`config.mk`:
```
export PLATFORM = sky130hd
export DESIGN_NAME = iter_alu
export DESIGN_NICKNAME = d
export VERILOG_FILES = /design/src/rtl/alu_pkg.sv /design/src/rtl/iter_muldiv_unit.sv /design/src/rtl/iter_alu.sv
export SDC_FILE = /design/constraint.sdc
export NUM_CORES = 1
export LEC_CHECK = 0
export CELL_PAD_IN_SITES_DETAIL_PLACEMENT = 1
export CELL_PAD_IN_SITES_GLOBAL_PLACEMENT = 1
export CORE_MARGIN = 2
export CORE_UTILIZATION = 39
export DETAILED_ROUTE_END_ITERATION = 6
export GPL_ROUTABILITY_DRIVEN = 0
export GPL_TIMING_DRIVEN = 0
export PLACE_DENSITY = 0.81
export SLEW_MARGIN = 20
export SYNTH_ARGS = -nofsm -noshare
export SYNTH_HDL_FRONTEND = slang
export SYNTH_SLANG_ARGS = --single-unit
```
`constraint.sdc`:
```
create_clock -name clk -period 2.25 [get_ports clk]
set_clock_uncertainty 0.1 [all_clocks]
set_input_delay 0.225 -clock clk [delete_from_list [all_inputs] [get_ports clk]]
set_output_delay 0.225 -clock clk [all_outputs]
set_load 0.02 [all_outputs]
```
`src/rtl/alu_pkg.sv`:
```
// Shared opcode and state definitions for the iterative ALU.
package alu_pkg;

  localparam logic [2:0] OP_ADD = 3'b000;
  localparam logic [2:0] OP_SUB = 3'b001;
  localparam logic [2:0] OP_AND = 3'b010;
  localparam logic [2:0] OP_OR  = 3'b011;
  localparam logic [2:0] OP_XOR = 3'b100;
  localparam logic [2:0] OP_NOT = 3'b101;
  localparam logic [2:0] OP_MUL = 3'b110;
  localparam logic [2:0] OP_DIV = 3'b111;

  typedef enum logic [1:0] {
    IDLE = 2'b00,
    BUSY = 2'b01,
    DONE = 2'b10
  } state_t;

endpackage

```
`src/rtl/iter_muldiv_unit.sv`:
```
// Bit-serial multiplier / restoring divider. One step per clock after start.
// acc holds {high, low}: for multiply {partial product, multiplier};
// for divide {remainder, quotient-being-formed}. result is the value acc takes
// on the current edge, so done and result can be captured together.
module iter_muldiv_unit #(
  parameter int WIDTH = 4
) (
  input  logic               clk,
  input  logic               rst,
  input  logic               start,
  input  logic               is_div,
  input  logic [WIDTH-1:0]   a,
  input  logic [WIDTH-1:0]   b,
  output logic               done,
  output logic [2*WIDTH-1:0] result
);

  localparam int CNT_W = $clog2(WIDTH + 1);
  localparam logic [CNT_W-1:0] LAST = CNT_W'(WIDTH - 1);

  logic               running;
  logic               div_mode;
  logic [CNT_W-1:0]   counter;
  logic [WIDTH-1:0]   opnd;
  logic [2*WIDTH-1:0] acc;
  logic [2*WIDTH-1:0] acc_next;
  logic [WIDTH:0]     mul_sum;
  logic [WIDTH:0]     div_shift;
  logic [WIDTH:0]     div_diff;

  // Next accumulator value for one shift-add or one restoring shift-subtract.
  always_comb begin
    mul_sum   = {1'b0, acc[2*WIDTH-1:WIDTH]} + (acc[0] ? {1'b0, opnd} : '0);
    div_shift = {acc[2*WIDTH-1:WIDTH], acc[WIDTH-1]};
    div_diff  = div_shift - {1'b0, opnd};
    acc_next  = acc;
    if (div_mode) begin
      if (!div_diff[WIDTH])
        acc_next = {div_diff[WIDTH-1:0], acc[WIDTH-2:0], 1'b1};
      else
        acc_next = {div_shift[WIDTH-1:0], acc[WIDTH-2:0], 1'b0};
    end else begin
      acc_next = {mul_sum, acc[WIDTH-1:1]};
    end
  end

  assign done   = running && (counter == LAST);
  assign result = acc_next;

  // Load operands on start, then iterate exactly WIDTH times.
  always_ff @(posedge clk or posedge rst) begin
    if (rst) begin
      running  <= 1'b0;
      div_mode <= 1'b0;
      counter  <= '0;
      opnd     <= '0;
      acc      <= '0;
    end else if (start) begin
      running  <= 1'b1;
      div_mode <= is_div;
      counter  <= '0;
      opnd     <= is_div ? b : a;
      acc      <= {{WIDTH{1'b0}}, (is_div ? a : b)};
    end else if (running) begin
      acc <= acc_next;
      if (counter == LAST) begin
        running <= 1'b0;
        counter <= '0;
      end else begin
        counter <= counter + 1'b1;
      end
    end
  end

endmodule

```
`src/rtl/iter_alu.sv`:
```
// Handshaked ALU: single-cycle add/sub/logic/not, iterative mul/div.
module iter_alu
  import alu_pkg::*;
#(
  parameter int WIDTH = 4
) (
  input  logic               clk,
  input  logic               rst,
  input  logic               in_valid,
  output logic               in_ready,
  input  logic [WIDTH-1:0]   in_a,
  input  logic [WIDTH-1:0]   in_b,
  input  logic [2:0]         in_op,
  output logic               out_valid,
  input  logic               out_ready,
  output logic [2*WIDTH-1:0] out_result,
  output logic               out_zero,
  output logic               out_dz,
  output logic               busy
);

  state_t             state;
  logic               accept;
  logic               iterative;
  logic               pending_dz;
  logic               unit_done;
  logic [2*WIDTH-1:0] unit_result;
  logic [2*WIDTH-1:0] a_ext;
  logic [2*WIDTH-1:0] b_ext;
  logic [2*WIDTH-1:0] single_res;

  // Ready in IDLE, or in DONE when the current result is being taken this edge.
  assign in_ready  = (state == IDLE) || ((state == DONE) && out_ready);
  assign accept    = in_valid && in_ready;
  assign iterative = (in_op == OP_MUL) || (in_op == OP_DIV);
  assign a_ext     = {{WIDTH{1'b0}}, in_a};
  assign b_ext     = {{WIDTH{1'b0}}, in_b};

  // Single-cycle datapath, fully decoded so no opcode yields X.
  always_comb begin
    single_res = '0;
    case (in_op)
      OP_ADD:  single_res = a_ext + b_ext;
      OP_SUB:  single_res = a_ext - b_ext;
      OP_AND:  single_res = a_ext & b_ext;
      OP_OR:   single_res = a_ext | b_ext;
      OP_XOR:  single_res = a_ext ^ b_ext;
      OP_NOT:  single_res = {~in_b, ~in_a};
      default: single_res = '0;
    endcase
  end

  iter_muldiv_unit #(.WIDTH(WIDTH)) u_muldiv (
    .clk    (clk),
    .rst    (rst),
    .start  (accept && iterative),
    .is_div (in_op == OP_DIV),
    .a      (in_a),
    .b      (in_b),
    .done   (unit_done),
    .result (unit_result)
  );

  // Control FSM and output registers; a reset drops any in-flight operation.
  always_ff @(posedge clk or posedge rst) begin
    if (rst) begin
      state      <= IDLE;
      out_valid  <= 1'b0;
      out_result <= '0;
      out_zero   <= 1'b0;
      out_dz     <= 1'b0;
      busy       <= 1'b0;
      pending_dz <= 1'b0;
    end else if (accept) begin
      if (iterative) begin
        state      <= BUSY;
        busy       <= 1'b1;
        out_valid  <= 1'b0;
        pending_dz <= (in_op == OP_DIV) && (in_b == '0);
      end else begin
        state      <= DONE;
        out_valid  <= 1'b1;
        out_result <= single_res;
        out_zero   <= (single_res == '0);
        out_dz     <= 1'b0;
      end
    end else begin
      case (state)
        BUSY: begin
          if (unit_done) begin
            state      <= DONE;
            busy       <= 1'b0;
            out_valid  <= 1'b1;
            out_result <= pending_dz ? '0 : unit_result;
            out_zero   <= pending_dz || (unit_result == '0);
            out_dz     <= pending_dz;
          end
        end
        DONE: begin
          if (out_ready) begin
            state     <= IDLE;
            out_valid <= 1'b0;
          end
        end
        default: ;
      endcase
    end
  end

endmodule
```
==> results.ini <==
[placed_design]
pre_cts_ws_ps=-939
io_buffers=27
dpl.hpwl_um=6170
placed_area_um2=3030

[setup_path]
arrival_ps=2480
worst_setup_path_end_kind=flop
cp-start-kind=flop
worstSetupPathType=flop to flop
cp_max_fo=4
critical_path_required_ps=2280

[grt]
grt_usage_pct=22.1
grt_antenna_before_repair=0
grt_pass1_wl_um=13000
first_global_vias=2570
grt_overflow=0
grt_max_degree=32

[pwr]
powerDensity_nw_per_um2=1410
peakVddDrop_uv=594
total_power_uw=4730
leakagePower_uw=0.00146

[clocking]
h-tree-depth=2
cts_tree=done
hold_buffers=0
cts_buffer_depth=2
path_clk_slew_ps=70
cts_buffers=5
cts-root-buf=clkbuf_8
clock-sinks=31
worst_skew_pair.late_latency_ps=290

[detailed_routing]
drcViolationCount=0
num_vias=2496
dr.first_iter.drc_count=73
ant_nets=0
via_per_inst=5.78
wl_per_cell_um=18.7
drtPass1Iterations=4
drt-total-wl_um=8100

[sta]
worst_slew_pin_slew_ps=930
rsz0062_at_grt=true
fin_crit_sh_pct=109
maxSlewViolCount=0
slew_headroom_pct=37.8
final-setup-viol-count=11
setup_slack_ps=-200
finalHoldViolCount=0
fmaxAchievable_mhz=408
period_minus_slack_ps=2450

[logic_synthesis]
synth_edf_count=0
synth_ff_type=dfrtp_1
ys_seq_area_share_pct=29.3
ys_warn_count=0
async_flop_share_pct=100
syn_nets=350
ys_ff_latch=31
ys_types=58
syn_inst=310
avgSynthCellArea_um2=8.53
syn_area_um2=2640

[cells_and_area]
antenna_cells=0
drive_gt1_share_pct=19.3
final_cell_mix=nor2_1, dfrtp_1, a21oi_1
area_growth_pct=26.4
fin_nets=392
fin_area_um2=3340
mostFrequentLayoutCell=nor2_1

[run_status]
outcome=complete, but fails checks
violations=setup timing

[floorplan]
die_y_um=86.3
core_area_um2=6680
initial_core_util_pct=39.6
die_w_um=86.3
pin_count=28
die-area_um2=7450
core.rowCount=30

[job]
max_cap_viol_count=0

[min_path]
min_path_type=input pin to async pin

## registers in the layout (all words and copies together), names as in the netlist, 3 cells and up
name              flops
u_muldiv.opnd         4
out_result            8
u_muldiv.counter      3
u_muldiv.acc          8
## cells in the mapped netlist, types with 3 or more instances
master    number  area (um^2)
a211o_1        4         35.0
and2_1         3         18.8
a21oi_1       27          135
nand3_1        4         20.0
clkbuf_1       6         22.5
nand3b_1       4         30.0
a211oi_1       8         60.1
xor2_1         5         43.8
o21a_1         3         22.5
nor4_1         5         31.3
ha_1          21          263
nand2_1       21         78.8
a31oi_1        3         18.8
mux2i_1        9         90.1
nor2b_1        4         25.0
o22ai_1        4         25.0
nand2b_1       9         56.3
dfrtp_1       31          776
o21ai_0       16         80.1
o211ai_1       4         30.0
o221a_2        3         33.8
fa_1           4         80.1
a21o_1         4         30.0
or2_2          3         18.8
inv_1         23         86.3
nor2_1        40          150
## routing by layer
metal	share of wire, %	vias up	track usage, %
met5	0	-	0
met4	2.1	0	6.53
met3	1.8	17	2.38
met2	51	39	38.3
met1	45	1248	29.0
li1	-	1192	-
## path summary, 6_finish.rpt
path / from / endpoint / slack [ps] / cells past startpoint
min in group clk: in_a[0] / u_muldiv.opnd[0] / 300 / 3
worst min register to register: u_muldiv.opnd[2] / u_muldiv.opnd[2] / 390 / 2
worst max-delay path: u_muldiv.opnd[0] / u_muldiv.acc[7] / -200 / 8
worst max register to register: u_muldiv.opnd[0] / u_muldiv.acc[7] / -200 / 8
worst min-delay path: rst / out_result[4] / 260 / 2
max in group asynchronous: rst / u_muldiv.acc[4] / 1320 / 2
## cell type report
cell class | instances | area, um^2
fillers | 789 | 3340
multi-input cells | 243 | 1890
flip-flops and latches | 31 | 777
repair buffers | 35 | 330
well taps | 80 | 100
inverters | 24 | 90.1
clock buffers | 6 | 82.6
plain buffers | 12 | 65.1
clock inverters | 1 | 5.00
## cells by family after synthesis
kind of cell    Yosys count  share of synthesized area (%)
xor+xnor                  7                           2.60
compound gates           93                           24.6
simple gates            107                           20.4
flops                    31                           29.3
mux                      11                           4.26
fa+ha+maj                25                           13.0
buf+inv                  36                           5.77
## power by group
part	internal [uW]	switching [uW]	leakage, uW
sequential	811	233	0.000364
clock	240	215	0.0000470
combinational	1490	1740	0.00104
## metrics by stage
step | setup TNS (ps) | utilization [%] | hold WS, ps | std cells
floorplan | -3.80 | - | 229 | 310
global placement | -8290 | 45.3 | 365 | 417
detailed placement | -8960 | 45.3 | 380 | 417
CTS | -1320 | 47.8 | 284 | 427
global route | -2450 | 50.0 | 313 | 432
finish | -1510 | 50.0 | 256 | 432
## critical path: stages (launching register included)
cell and delay [ps]:
dfrtp_1 420, ha_4 180, fa_2 350, nand2b_4 160, a21oi_4 260, xor2_4 290
mux2i_4 320, a211o_1 170, a21oi_2 50
## repair_timing
item | CTS | global route
gates resized for setup | 29 | 24
setup buffers | 3 | 5
setup endpoints to repair | 14 | 22
endpoints found under the hold margin | 0 | 0
pin swaps | 6 | 11
cloned | 0 | 0
Power figures use the tool's default switching activity.
